==> src/rtl/lutram_pkg.sv <==
// Shared state type and INIT word extraction for the dual-port LUT RAM.
package lutram_pkg;

  localparam int unsigned MAX_WIDTH     = 64;
  localparam int unsigned MAX_ADDR_W    = 8;
  localparam int unsigned MAX_INIT_BITS = MAX_WIDTH * (2 ** MAX_ADDR_W);

  typedef enum logic {
    ST_IDLE  = 1'b0,
    ST_CLEAR = 1'b1
  } lutram_st_t;

  // Word k of a zero-extended INIT image; caller truncates to its own width.
  function automatic logic [MAX_WIDTH-1:0] init_word(
    input logic [MAX_INIT_BITS-1:0] init,
    input int unsigned              width,
    input int unsigned              k
  );
    logic [MAX_INIT_BITS-1:0] shifted;
    shifted = init >> (k * width);
    return shifted[MAX_WIDTH-1:0];
  endfunction

endpackage

==> src/rtl/lutram_clr_seq.sv <==
// Clear sequencer: restores every word from INIT after reset or on request,
// otherwise passes user writes through to the array.
//
//   state    | meaning
//   ---------+-----------------------------------------------------------
//   ST_IDLE  | user writes pass through; CLR starts a restore
//   ST_CLEAR | one INIT word per cycle at clr_addr; user writes dropped
module lutram_clr_seq
  import lutram_pkg::*;
#(
  parameter int unsigned                      WIDTH  = 8,
  parameter int unsigned                      ADDR_W = 5,
  parameter logic [WIDTH*(2**ADDR_W)-1:0]     INIT   = '0
) (
  input  logic              clk_sys,
  input  logic              rst_b,
  input  logic              we,
  input  logic [ADDR_W-1:0] addr,
  input  logic [WIDTH-1:0]  data,
  input  logic              clr,
  output logic              busy,
  output logic              mem_we,
  output logic [ADDR_W-1:0] mem_addr,
  output logic [WIDTH-1:0]  mem_data
);

  localparam int unsigned              DEPTH     = 2 ** ADDR_W;
  localparam logic [MAX_INIT_BITS-1:0] INIT_EXT  = MAX_INIT_BITS'(INIT);
  localparam logic [ADDR_W-1:0]        LAST_ADDR = ADDR_W'(DEPTH - 1);

  lutram_st_t        state, state_nxt;
  logic [ADDR_W-1:0] clr_addr, clr_addr_nxt;

  always_ff @(posedge clk_sys or negedge rst_b) begin
    if (!rst_b) begin
      state    <= ST_CLEAR;
      clr_addr <= '0;
    end else begin
      state    <= state_nxt;
      clr_addr <= clr_addr_nxt;
    end
  end

  always_comb begin
    state_nxt    = state;
    clr_addr_nxt = clr_addr;
    mem_we       = 1'b0;
    mem_addr     = addr;
    mem_data     = data;
    case (state)
      ST_IDLE: begin
        // A write on the same edge as a CLR accept is dropped.
        if (clr) begin
          state_nxt    = ST_CLEAR;
          clr_addr_nxt = '0;
        end else begin
          mem_we = we;
        end
      end
      ST_CLEAR: begin
        mem_we       = 1'b1;
        mem_addr     = clr_addr;
        mem_data     = WIDTH'(init_word(INIT_EXT, WIDTH, 32'(clr_addr)));
        clr_addr_nxt = clr_addr + ADDR_W'(1);
        if (clr_addr == LAST_ADDR) state_nxt = ST_IDLE;
      end
      default: state_nxt = ST_IDLE;
    endcase
  end

  assign busy = (state == ST_CLEAR);

endmodule

==> src/rtl/lutram_dp_init.sv <==
// Dual-port distributed RAM (one R/W port, one read port) with INIT restore
// on reset release or CLR, and optionally registered read-first DPO.
module lutram_dp_init
  import lutram_pkg::*;
#(
  parameter int unsigned                  WIDTH   = 8,
  parameter int unsigned                  ADDR_W  = 5,
  parameter logic [WIDTH*(2**ADDR_W)-1:0] INIT    = '0,
  parameter bit                           DPO_REG = 1'b0
) (
  input  logic              WCLK,
  input  logic              RSTN,
  input  logic              WE,
  input  logic [ADDR_W-1:0] A,
  input  logic [WIDTH-1:0]  D,
  input  logic [ADDR_W-1:0] DPRA,
  input  logic              CLR,
  output logic [WIDTH-1:0]  SPO,
  output logic [WIDTH-1:0]  DPO,
  output logic              BUSY
);

  localparam int unsigned DEPTH = 2 ** ADDR_W;

  // Array contents are never reset; the sequencer restores them instead.
  logic [DEPTH-1:0][WIDTH-1:0] mem = INIT;

  logic              mem_we;
  logic [ADDR_W-1:0] mem_addr;
  logic [WIDTH-1:0]  mem_data;

  lutram_clr_seq #(
    .WIDTH  (WIDTH),
    .ADDR_W (ADDR_W),
    .INIT   (INIT)
  ) u_clr_seq (
    .clk_sys  (WCLK),
    .rst_b    (RSTN),
    .we       (WE),
    .addr     (A),
    .data     (D),
    .clr      (CLR),
    .busy     (BUSY),
    .mem_we   (mem_we),
    .mem_addr (mem_addr),
    .mem_data (mem_data)
  );

  // The sequencer sits in ST_CLEAR during reset; hold writes until release.
  always_ff @(posedge WCLK) begin
    if (mem_we && RSTN) mem[mem_addr] <= mem_data;
  end

  assign SPO = mem[A];

  if (DPO_REG) begin : g_dpo_reg
    logic [WIDTH-1:0] dpo_q;
    always_ff @(posedge WCLK or negedge RSTN) begin
      if (!RSTN) dpo_q <= '0;
      else       dpo_q <= mem[DPRA];
    end
    assign DPO = dpo_q;
  end else begin : g_dpo_async
    assign DPO = mem[DPRA];
  end

endmodule

==> config.mk <==
export PLATFORM = sky130hd
export DESIGN_NAME = lutram_dp_init
export DESIGN_NICKNAME = d
export VERILOG_FILES = /design/src/rtl/lutram_pkg.sv /design/src/rtl/lutram_clr_seq.sv /design/src/rtl/lutram_dp_init.sv
export SDC_FILE = /design/constraint.sdc
export NUM_CORES = 1
export LEC_CHECK = 0
export BUFFER_PORTS_ARGS = -buffer_cell sky130_fd_sc_hd__buf_2
export CAP_MARGIN = 20
export CORE_AREA = 2 2 145 147
export DETAILED_ROUTE_END_ITERATION = 7
export DIE_AREA = 0 0 147 149
export PLACE_DENSITY = 0.88
export SETUP_SLACK_MARGIN = 0.15
export SLEW_MARGIN = 20
export SYNTH_ARGS = -nofsm -noshare
export SYNTH_HDL_FRONTEND = slang
export SYNTH_SLANG_ARGS = --single-unit
==> constraint.sdc <==
create_clock -name WCLK -period 3.1 [get_ports WCLK]
set_input_delay 0.465 -clock WCLK [delete_from_list [all_inputs] [get_ports WCLK]]
set_output_delay 0.465 -clock WCLK [all_outputs]
set_load 0.05 [all_outputs]
# Word-level counts from Yosys, hierarchy flattened

Index checks and enable logic that the tools add are counted.

Bits in registers: 262
Latch bits: 0
Bits in writable memories: 0
Memory bits (read-only): 0
Bits of input ports: 22
Output and inout port bits: 17
Logic and storage cells: 61
Memories: 0

Add/sub/neg operators: 1
Multipliers: 0
Divide/modulo/power cells: 0
Magnitude comparators: 4
Equality and inequality tests: 2
Shift-type cells: 1
Mux-type cells: 16
Bitwise gates (word level): 1
Reduce and logical (&&, ||, !) cells: 2

Operators with widths:

| kind                                                                                | number |
|---|---|
| 256-bit bitwise mux                                                                 | 1 |
| 8-bit binary-select mux with 5-bit select                                           | 2 |
| 8-bit demux with 5-bit select                                                       | 1 |
| 8-bit 2-to-1 mux                                                                    | 4 |
| 5-bit by 6-bit < comparator with 1-bit output, second input constant                | 3 |
| 5-bit 2-to-1 mux                                                                    | 2 |
| 5-bit one-hot mux with 2 select lines                                               | 1 |
| 1-bit by 8-bit right shift with 8-bit output, first input constant                  | 1 |
| 5-bit by 1-bit adder with 5-bit output, second input constant                       | 1 |
| 5-bit equality test, second input constant                                          | 1 |
| 5-bit by 1-bit greater-or-equal comparator with 1-bit output, second input constant | 1 |
| 1-bit one-hot mux with 2 select lines                                               | 2 |
| 1-bit 2-to-1 mux                                                                    | 3 |
| 1-bit logical AND                                                                   | 2 |
| 2-bit != test, second input constant                                                | 1 |
| 1-bit inverter                                                                      | 1 |

# Depth between registers and ports, before layout

Gate-level depths: netlist of the first run.

Depth after elaboration: 6
Mapped depth: 5
Mapped depth without buffers: 5

# Hierarchy

A second synthesis of the first run with hierarchy kept.

Cell total of the unflattened synthesis: 559
Area total of the unflattened synthesis: 12311.8 um2

Modules (own cells, without submodules):

| module         | instances | cells each | area an instance (um2) | seq. area each (um2) |
|---|---|---|---|---|
| lutram_dp_init | 1         | 517        | 11892.7                | 7687.4 |
| lutram_clr_seq | 1         | 42         | 419.2                  | 151.4 |

# Worst setup path before layout of the first run

OpenSTA, ideal clock, no wires.

Kind: input to output
Start point: in DPRA[2]
End point: out DPO[0]
Arrival: 2286 ps
Data required time: 2635 ps
Setup slack: 349 ps
Stages on the path: 5
Path buffers: 2
Cell sequence: clkbuf_1 clkbuf_1 mux4_2 mux4_2 mux2_2

Longest elaborated chain between the ends: 2

Ends and longest elaborated chain:

| element                                   | line                 | source |
|---|---|---|
| start, declared                           | lutram_dp_init.sv:16 | `input logic [ADDR_W-1:0] DPRA,` |
| 8-bit binary-select mux with 5-bit select | lutram_dp_init.sv:64 | `assign DPO = mem[DPRA];` |
| 8-bit 2-to-1 mux (not written as such)    | lutram_dp_init.sv:64 |  |
| end, declared                             | lutram_dp_init.sv:19 | `output logic [WIDTH-1:0] DPO,` |

No other way between the ends. The select of a mux whose other input is x is not followed.

# Final worst setup path of the first run

Start point: reg mem[91] in the netlist's numbering
End point: out SPO[3]

Longest elaborated chain between the ends: 2

Ends and longest elaborated chain:

| element                                   | line                 | source |
|---|---|---|
| start, declared                           | lutram_dp_init.sv:26 | `logic [DEPTH-1:0][WIDTH-1:0] mem = INIT;` |
| start signal, assigned by index           | lutram_dp_init.sv:51 | `if (mem_we && RSTN) mem[mem_addr] <= mem_data;` |
| 8-bit binary-select mux with 5-bit select | lutram_dp_init.sv:54 | `assign SPO = mem[A];` |
| 8-bit 2-to-1 mux (not written as such)    | lutram_dp_init.sv:54 |  |
| end, declared                             | lutram_dp_init.sv:18 | `output logic [WIDTH-1:0] SPO,` |

No other way between the ends. The select of a mux whose other input is x is not followed.

==> results of run 1 <==
[report_power, final]
part	total, uW	switching, uW	internal (uW)
Sequential	4470	213	4260
Clock	3060	1310	1750
Combinational	1750	1030	719
Total	9280	2550	6730
[final timing paths]
kind / start / end / slack (ns)
setup / recovery: mem[91] / SPO[3] / 0.14
hold / removal: CLR / u_clr_seq.clr_addr[2] / 0.22
setup reg to reg: u_clr_seq.busy / mem[44] / 0.39
hold reg to reg: u_clr_seq.clr_addr[0] / u_clr_seq.clr_addr[0] / 0.64
max in group asynchronous: RSTN / u_clr_seq.busy / 2.52
min in group asynchronous: RSTN / u_clr_seq.clr_addr[2] / 0.32
[layout by cell type, fill, tap and decap left out, drive strengths merged, types with 2 or more instances in the layout]
master and count:
edfxtp 256, mux4 160, buf 104, clkbuf 37
nor2 33, mux2 18, o21ai 11, nor2b 9
clkinv 8, dfrtp 5, o211ai 4, nand2b 4
nor3b 3, mux2i 3, and3b 3, nand2 3
and3 2, ha 2
[what timing repair did]
action	CTS	global route
endpoints found under the hold margin	5	0
hold buffers	1	0
gates resized for setup	18	20
cloned	0	0
endpoints found under the setup margin	13	11
[flip-flops by register name, summed over array words and instances, names as in the netlist]
name,count
u_clr_seq.busy,1
u_clr_seq.clr_addr,5
mem,256
[worst max-delay path, stage by stage, from the launching register on]
cell	delay [ns]
edfxtp_1	0.45
mux4_2	0.50
mux4_2	0.52
mux2_2	0.29
buf_4	0.20
[through the flow]
stage,instances,total power (uW)
6_report,953,9280
3_3_place_gp,905,6030
2_1_floorplan,567,5510
3_5_place_dp,905,6120
4_1_cts,953,9190
5_1_grt,953,9480
[layout make-up]
type,count,area [sq um],area share [%]
repair buffers,105,942,6.60
multi-input cells,264,4340,30.4
flip-flops and latches,262,7840,54.9
clock inverters,10,76.3,0.534
well taps,275,344,2.41
clock buffers,37,743,5.20
[metal layers]
layer / up-vias / wire length (microns) / part of all wire, % / global-route usage, %
li1: 2672 / - / - / -
met1: 3720 / 11100 / 33 / 44.2
met2: 769 / 16600 / 49 / 52.4
met3: 153 / 4330 / 13 / 5.23
met4: 0 / 1880 / 5.5 / 12.6
met5: - / 0 / 0 / 0
[cell families after synthesis]
kind of cell    count (synthesis)
xor+xnor                        2
compound gates                 17
simple gates                   62
mux                           181
buf+inv                        41
fa+ha+maj                       2
flops                         262
==> key figures, run 1 <==
Final layout
  – Layout cells sized above 1: about half
  – Final Cell Area: approximately 0.014 sq mm
  – Final net count: about 680
  – Synth-to-layout area growth: 15.5%
  – Fill count: between 1000 and 1500
  – Fin util: 69.5%
  – Ant diodes: 0

Clocking
  – CTS root buf: clkbuf_16
  – CTS tree: yes
  – Num Clock Sinks: 262
  – H-Tree Depth: 1
  – Worst skew pair latency: ~0.53 ns
  – Post-CTS Setup Inserts: 0
  – CTS Buf Count: 27
  – CTS clock-pin slew for the worst setup and hold paths: 0.06 ns
  – CTS Buffer Depth: 3

Run status
  – Status: finished, final reports clean

Synthesis
  – Register bit count reported by yosys: roughly 260
  – Yosys cell types: 31
  – Post-synth top flop: edfxtp_1
  – Post-synthesis sequential area ratio: a little under two thirds
  – Post-Synthesis Cells: between 500 and 600
  – Top-area cell type share of the netlist area: between 60% and 70%
  – Asr flop ratio synth: about 2.3%
  – Post-synth EDFFs: between 200 and 300
  – Post-synthesis net count: just under 600
  – Post-synth top cells: edfxtp_1, mux4_2, nor2_1
  – Synth Warn #: 0
  – Post-Synth XOR/XNOR Area: 0.142%
  – Mean Syn Cell Area: 21.8 sq um
  – Post-synthesis simple-gate area fraction: around 2.5%
  – Area contributors post-synth: edfxtp_1, mux4_2, mux2_2
  – Count leader, synth: edfxtp_1
  – Main combinational cell family by area after synthesis: multiplexers
  – Leading area contributor after synthesis: edfxtp_1
  – Synth Area in Compound Gates: less than 1%
  – Adder-cell share of the synthesized area: less than 1%
  – Mux cell area share after synthesis: 31.0%
  – Mapped Area: between 0.01 and 0.015 sq mm

Die
  – # IOs: 39
  – Chip width: 147 microns
  – Num rows: 53
  – Die height: between 100 and 150 microns
  – Die area: around 0.022 sq mm
  – Core area: between 0.02 and 0.025 sq mm
  – Starting density of the core: 60.2%

STA
  – Final Max Tran Viols: 0
  – Max Freq: about 340 MHz
  – Final Hold Vio Count: 0
  – Final setup viols: 0
  – Worst Max-Slew Pin Slew: approximately 0.89 ns
  – Setup TNS: 0 ns
  – Max-Slew Margin vs Limit: about two fifths
  – Clk_skew: around 0.014 ns
  – Final Cycle Share: about 95%
  – Final Worst Setup Slack: 0.145 ns
  – Min cycle time layout: 2.96 ns
  – Hold_ws: ~0.22 ns
  – RSZ-0062 raised after global routing: yes

Worst setup path
  – Required time of the critical path: 2.63 ns
  – Worst R2R Path Depth: 4
  – Arr. time, crit path: around 2.5 ns
  – Setup crit end kind: output pin
  – Critical path class: register to output pin
  – Crit Path Max Fanout: 2
  – Startpoint Class: register

Drt
  – Wire per inst: about 36 microns
  – DRT antenna net count: 0
  – Drt first pass iters: 5
  – DR DRC count: 0
  – 1st-iter DRT viols: 1200
  – Via-to-Cell Ratio: 7.67
  – Routed WL: roughly 34000 microns
  – Via count: between 7000 and 8000

Global routing
  – Overflow after GRT: 0
  – Total GRT Usage: 31.9%
  – Vias in the first global route: approximately 7400
  – Largest net degree at the start of global routing: 44
  – First-pass GRT wire length: approximately 50000 microns
  – Initial antenna violation count: 0

Pwr
  – Lkg Pwr: between 0.004 and 0.005 uW
  – PwrDens: ~650 mW/mm^2
  – Peak VDD IR: about 0.00062 V

Worst hold path
  – Hold Crit Depth: 2
  – Hold Crit Class: primary input to register

Place
  – Place WS: approximately 0.0050 ns
  – Placed Area: between 0.01 and 0.015 sq mm
  – Final GP Congestion: just over 0.9
  – DP Wirelength: roughly 22000 microns
  – Port bufs: 38

Run
  – Max-Cap Viols: 0
(Power assumes the default switching activity.)
==> inputs of run 2 (changes only) <==
--- a/config.mk
+++ b/config.mk
@@ -7,10 +7,11 @@
 export LEC_CHECK = 0
 export BUFFER_PORTS_ARGS = -buffer_cell sky130_fd_sc_hd__buf_2
 export CAP_MARGIN = 20
-export CORE_AREA = 2 2 145 147
+export CORE_AREA = 2 2 139 141
 export DETAILED_ROUTE_END_ITERATION = 7
-export DIE_AREA = 0 0 147 149
-export PLACE_DENSITY = 0.88
+export DIE_AREA = 0 0 141 143
+export PLACE_DENSITY = 0.94
+export RECOVER_POWER = 100
 export SETUP_SLACK_MARGIN = 0.15
 export SLEW_MARGIN = 20
 export SYNTH_ARGS = -nofsm -noshare
==> constraint.sdc (replaced) <==
create_clock -name WCLK -period 3.8 [get_ports WCLK]
set_input_delay 0.57 -clock WCLK [delete_from_list [all_inputs] [get_ports WCLK]]
set_output_delay 0.57 -clock WCLK [all_outputs]
set_load 0.05 [all_outputs]
==> run 2 against run 1 <==
- the flow now finishes with violations (capacitance limit, slew limit)
- non-clock buffer count down 23
- count of clock-buffer cells in the layout decreased by 7
- final area decreased by 4.0%
- critical path type is now primary input to output pin
==> key figures, run 2 (synthesized netlist as in run 1, its figures left out) <==
Place
  – Final GP Congestion: 0.928 (+1.1%)
  – DP Wirelength: 21300 microns (-1.3%)
  – Placed Area: 0.0131 sq mm (-2.1%)
  – Port bufs: 38 (unchanged)

Final layout
  – Layout cells sized above 1: 40.0% (-8.3 points)
  – Commonest cells after routing, fill and taps aside: edfxtp_1, mux4_2, clkbuf_1
  – Final Cell Area: 0.0137 sq mm (-4.0%)
  – Largest Register: mem
  – Commonest non-fill, non-tap cell in the layout: edfxtp_1
  – Fill count: 982 (-17%)
  – Ant diodes: 0 (unchanged)
  – Synth-to-layout area growth: 10.8%
  – Max FFs per register: 256 (unchanged)
  – Final net count: 659 (-3.7%)

Drt
  – 1st-iter DRT viols: 1297 (+8.1%)
  – Via count: 7136 (-2.4%)
  – Wire per inst: 37.8 microns (+6.2%)
  – DR DRC count: 0 (unchanged)
  – Routed WL: 33500 microns (-1.3%)
  – Via-to-Cell Ratio: 8.05 (+4.9%)
  – DRT antenna net count: 0 (unchanged)
  – Drt first pass iters: 5 (unchanged)

STA
  – Hold_ws: 0.338 ns (+0.121 ns)
  – Worst Max-Slew Pin Slew: 2.48 ns (+1.59 ns)
  – Final setup viols: 0 (unchanged)
  – Clk_skew: 0.0150 ns (+0.00142 ns)
  – Setup TNS: 0 ns (unchanged)
  – RSZ-0062 raised after global routing: no
  – Final Hold Vio Count: 0 (unchanged)
  – Max Freq: between 200 and 300 MHz
  – Final Max Tran Viols: 264 (+264)
  – Final Cycle Share: 95.2%
  – Min cycle time layout: about 3.6 ns
  – Max-Slew Margin vs Limit: -65.6% (-110 points)

Pwr
  – PwrDens: 545 mW/mm^2 (-16%)
  – Lkg Pwr: 0.00437 uW (-7.9%)
  – Total power: 7470 uW (-19%)
  – Peak VDD IR: 0.000534 V (-14%)

Run
  – Max-Cap Viols: 8 (+8)

Global routing
  – Total GRT Usage: 35.2% (+3.3 points)
  – Vias in the first global route: 7204 (-2.9%)
  – Largest net degree at the start of global routing: 67 (+52%)
  – First-pass GRT wire length: 49500 microns (-0.91%)
  – Initial antenna violation count: 0 (unchanged)
  – Overflow after GRT: 0 (unchanged)

Die
  – Starting density of the core: 66.6% (+6.4 points)
  – Die area: 0.0202 sq mm (-7.9%)
  – Die height: 143 microns (-4.0%)
  – Core area: 0.0186 sq mm (-9.6%)
  – # IOs: 39 (unchanged)
  – Chip width: 141 microns (-4.1%)
  – Num rows: 50 (-5.7%)

Clocking
  – CTS clock-pin slew for the worst setup and hold paths: 0.06 ns (about the same)
  – CTS Buffer Depth: 3 (unchanged)
  – Num Clock Sinks: 262 (unchanged)
  – Post-CTS Setup Inserts: 0 (unchanged)
  – CTS root buf: clkbuf_16
  – CTS Buf Count: 25 (-7.4%)
  – H-Tree Depth: 1 (unchanged)
  – Post-cts sizing count: 0 (-18)
  – CTS tree: yes
  – Worst skew pair latency: 0.53 ns (about the same)

Worst setup path
  – Critical-path cell list: clkbuf_4 -> buf_12 -> mux4_2 -> mux4_2 -> mux2_2 -> clkbuf_2
  – CP most frequent cell: mux4_2
  – Crit Path Max Fanout: 27 (+25)
  – Arr. time, crit path: 3.05 ns (+0.56 ns)
  – Setup crit end kind: output pin
  – Startpoint Class: primary input
  – Critical path class: primary input to output pin
  – Slowest cell on the critical path: mux4_2
  – Required time of the critical path: 3.23 ns (+0.60 ns)
  – Crit-path max cell delay: 0.59 ns (+0.07 ns)

Worst hold path
  – Hold Crit Class: primary input to register

Run status
  – Failing checks: capacitance limit, slew limit
  – Status: complete, but fails checks
[run 2: cell types whose count changed in the layout (fill, tap and decap cells not counted), moves of 4 or more]
cell / change
buf_2: +9
buf_6: -9
clkbuf_2: +5
buf_4: -59
clkbuf_1: +34
nor2b_1: +7
nor2b_2: -4
buf_12: -5
mux2_4: -4
[run 2: what timing repair did]
action,4_1_cts,5_1_grt
hold endpoints to repair,5,0
hold buffers,1,0
setup endpoints to repair,0,0
[run 2: final timing paths]
| kind | startpoint | endpoint | slack [ns] | cells after the start |
|---|---|---|---|---|
| max | A[0] | SPO[6] | 0.18 | 6 |
| max reg2reg | u_clr_seq.busy | mem[65] | 0.55 | 5 |
| max in group asynchronous | RSTN | u_clr_seq.busy | 2.92 | 2 |
| min in group asynchronous | RSTN | u_clr_seq.clr_addr[2] | 0.52 | 2 |
| min reg2reg | u_clr_seq.clr_addr[0] | u_clr_seq.clr_addr[0] | 0.63 | 1 |
| min | CLR | u_clr_seq.clr_addr[4] | 0.34 | 2 |
[run 2: where the power goes]
part	internal (uW)	total (uW)	leakage [uW]	switching, uW
sequential	3480	3650	0.00244	173
clock	1420	2480	0.000391	1060
combinational	484	1330	0.00154	846
[run 2: critical path, delay by kind of cell]
family,cells,cell delay (ns)
mux,3,1.43
buf+inv,3,1.02
[run 2: per-layer routing]
layer / routed length [microns] / track usage, % / vias to the layer above
li1: - / - / 2628
met1: 10600 / 48.0 / 3559
met2: 16400 / 58.7 / 791
met3: 4490 / 6.17 / 158
met4: 2060 / 13.4 / 0
met5: 0 / 0 / -
[run 2: cell type report]
class	count	area, sq um	area share (%)
clock buffers	30	644	4.70
flip-flops and latches	262	7840	57.2
well taps	234	293	2.14
repair buffers	82	483	3.52
clock inverters	14	160	1.17
multi-input cells	264	4290	31.3
[run 2: stage by stage]
stage	worst slack, ns	instances	utilization, %
after global placement	0.296	840	70.2
after CTS	0.257	885	74.6
after floorplan	0.839	567	-
final	0.181	886	73.8
after global routing	0.106	886	73.8
after detailed placement	0.277	840	70.2
==> inputs of run 3 (changes only) <==
--- a/config.mk
+++ b/config.mk
@@ -7,10 +7,10 @@
 export LEC_CHECK = 0
 export BUFFER_PORTS_ARGS = -buffer_cell sky130_fd_sc_hd__buf_2
 export CAP_MARGIN = 20
-export CORE_AREA = 2 2 139 141
+export CORE_AREA = 2 2 152 154
 export DETAILED_ROUTE_END_ITERATION = 7
-export DIE_AREA = 0 0 141 143
-export PLACE_DENSITY = 0.94
+export DIE_AREA = 0 0 154 156
+export PLACE_DENSITY = 0.85
 export RECOVER_POWER = 100
 export SETUP_SLACK_MARGIN = 0.15
 export SLEW_MARGIN = 20
==> constraint.sdc (replaced) <==
create_clock -name WCLK -period 3.1 [get_ports WCLK]
set_input_delay 0.31 -clock WCLK [delete_from_list [all_inputs] [get_ports WCLK]]
set_output_delay 0.31 -clock WCLK [all_outputs]
set_load 0.05 [all_outputs]
==> run 3 against run 2 <==
- the run now ends clean
- non-clock buffer count is 4 lower
- critical path type unchanged
- die area is 19% higher
- wire length is 8.0% lower
- final cell count is 5.3% higher
- total power is 21% higher
==> key figures, run 3 (synthesized netlist as in run 1, its figures left out) <==
Run status
  – Status: finished, final reports clean

Run
  – Max-Cap Viols: 0 (-8)

Pwr
  – PwrDens: 651 mW/mm^2 (+20%)
  – Peak VDD IR: 0.000469 V (-12%)
  – Lkg Pwr: 0.00442 uW (+1.1%)

Die
  – # IOs: 39 (unchanged)
  – Starting density of the core: 55.3% (-11 points)
  – Die height: 156 microns (+9.1%)
  – Num rows: 55 (+10%)
  – Core area: 0.0224 sq mm (+20%)
  – Chip width: 154 microns (+9.2%)
  – Die area: 0.0240 sq mm (+19%)

Drt
  – Drt first pass iters: 5 (unchanged)
  – Via-to-Cell Ratio: 7.19 (-11%)
  – Via count: 6711 (-6.0%)
  – 1st-iter DRT viols: 882 (-32%)
  – Routed WL: 30800 microns (-8.0%)
  – DR DRC count: 0 (unchanged)
  – Wire per inst: 33.0 microns (-13%)
  – DRT antenna net count: 0 (unchanged)

Clocking
  – CTS Buffer Depth: 3 (unchanged)
  – Post-CTS Setup Inserts: 0 (unchanged)
  – Num Clock Sinks: 262 (unchanged)
  – CTS clock-pin slew for the worst setup and hold paths: 0.06 ns (about the same)
  – H-Tree Depth: 1 (unchanged)
  – CTS root buf: clkbuf_16
  – Post-cts sizing count: 0 (unchanged)
  – CTS tree: yes
  – CTS Buf Count: 25 (unchanged)
  – Hold buffers post-CTS: 1 (unchanged)
  – Worst skew pair latency: 0.53 ns (about the same)

Final layout
  – Layout cells sized above 1: 41.8% (+1.8 points)
  – Commonest non-fill, non-tap cell in the layout: edfxtp_1
  – Area of the multi-input gates: 0.00431 sq mm (+0.35%)
  – Fill count: 1471 (+50%)
  – Max FFs per register: 256 (unchanged)
  – Commonest cells after routing, fill and taps aside: edfxtp_1, mux4_2, nor2_1
  – Ant diodes: 0 (unchanged)
  – Storage cell area: 0.00784 sq mm (unchanged)
  – Largest Register: mem
  – Synth-to-layout area growth: 11.8%
  – Final net count: 655 (-0.61%)

STA
  – Min cycle time layout: slightly below 3 ns
  – Hold_ws: 0.0820 ns (-0.256 ns)
  – Worst Max-Slew Pin Slew: 1.36 ns (-1.12 ns)
  – Clk_skew: 0.0187 ns (+0.00374 ns)
  – Final Max Tran Viols: 0 (-100%)
  – Max-Slew Margin vs Limit: 9.20% (+75 points)
  – Setup TNS: 0 ns (unchanged)
  – Final Hold Vio Count: 0 (unchanged)
  – Final setup viols: 0 (unchanged)
  – Max Freq: 344 MHz
  – Final Cycle Share: a little over nine tenths
  – RSZ-0062 raised after global routing: no

Worst hold path
  – Worst Hold Launch: CLR
  – Hold Crit Class: primary input to register

Worst setup path
  – Reg2reg start: u_clr_seq.busy
  – Startpoint Class: primary input
  – Arr. time, crit path: 2.60 ns (-0.45 ns)
  – Crit Path Max Fanout: 16 (-41%)
  – Required time of the critical path: 2.79 ns (-0.44 ns)
  – Setup crit end kind: output pin
  – Crit path from: DPRA[2]
  – Critical path class: primary input to output pin
  – Critical-path cell list: clkbuf_2 -> buf_4 -> mux4_2 -> mux4_2 -> mux2_2 -> clkbuf_2
  – Crit path buffers/inverters: 3 (unchanged)
  – Slowest cell on the critical path: clkbuf_2
  – Crit-path max cell delay: 0.55 ns (-0.04 ns)
  – Crit path max-delay family: buffers and inverters

Global routing
  – Initial antenna violation count: 0 (unchanged)
  – Overflow after GRT: 0 (unchanged)
  – First-pass GRT wire length: 45900 microns (-7.3%)
  – Vias in the first global route: 6892 (-4.3%)
  – Largest net degree at the start of global routing: 33 (-51%)
  – Total GRT Usage: 26.7% (-8.5 points)

Place
  – Port bufs: 38 (unchanged)
  – Final GP Congestion: 0.872 (-6.0%)
  – DP Wirelength: 20600 microns (-3.2%)
run 3: changes by cell type in the layout (fill, tap and decap cells not counted), moves of 5 or more:
cell / delta
buf_2: -6
nor2b_1: -6
clkbuf_1: -16
clkbuf_2: +5
nor2b_2: +6
clkinv_1: +8
buf_4: +11
run 3: layout make-up:
type	instances	area share, %
timing repair buffer	78	3.76
clock inverter	16	1.22
clock buffer	28	4.61
sequential	262	56.7
multi-input combinational	264	31.1
tap	285	2.58
run 3: power by group:
group	internal (uW)	switching (uW)
clock network	1790	1230
logic	600	954
registers	4260	166
run 3: stage by stage:
| stage | total power, uW | cell area, sq um | utilization, % | instances | setup WS (ns) |
|---|---|---|---|---|---|
| 2_1_floorplan | 5510 | 12400 | - | 567 | 0.659 |
| 3_3_place_gp | 5960 | 13100 | 58.5 | 887 | 0.327 |
| 3_5_place_dp | 6040 | 13100 | 58.5 | 887 | 0.276 |
| 4_1_cts | 9050 | 13900 | 62.2 | 932 | 0.286 |
| 5_1_grt | 9300 | 13800 | 61.8 | 933 | 0.193 |
| 6_report | 9010 | 13800 | 61.8 | 933 | 0.192 |
run 3: per-layer routing:
| layer | vias to the layer above | GRT usage [%] | routed length [microns] |
|---|---|---|---|
| met5 | - | 0 | 0 |
| li1 | 2626 | - | - |
| met2 | 456 | 44.8 | 15800 |
| met1 | 3553 | 36.6 | 10700 |
| met4 | 0 | 7.25 | 949 |
| met3 | 76 | 4.92 | 3340 |
run 3: path summary, 6_finish.rpt:
path                                         end  slack [ns]  cells after the start
max                                       DPO[5]        0.19                      6
min                        u_clr_seq.clr_addr[4]        0.08                      2
max reg2reg                             mem[178]        0.41                      3
min reg2reg                u_clr_seq.clr_addr[0]        0.56                      1
max in group asynchronous         u_clr_seq.busy        2.48                      2
min in group asynchronous  u_clr_seq.clr_addr[4]        0.26                      2
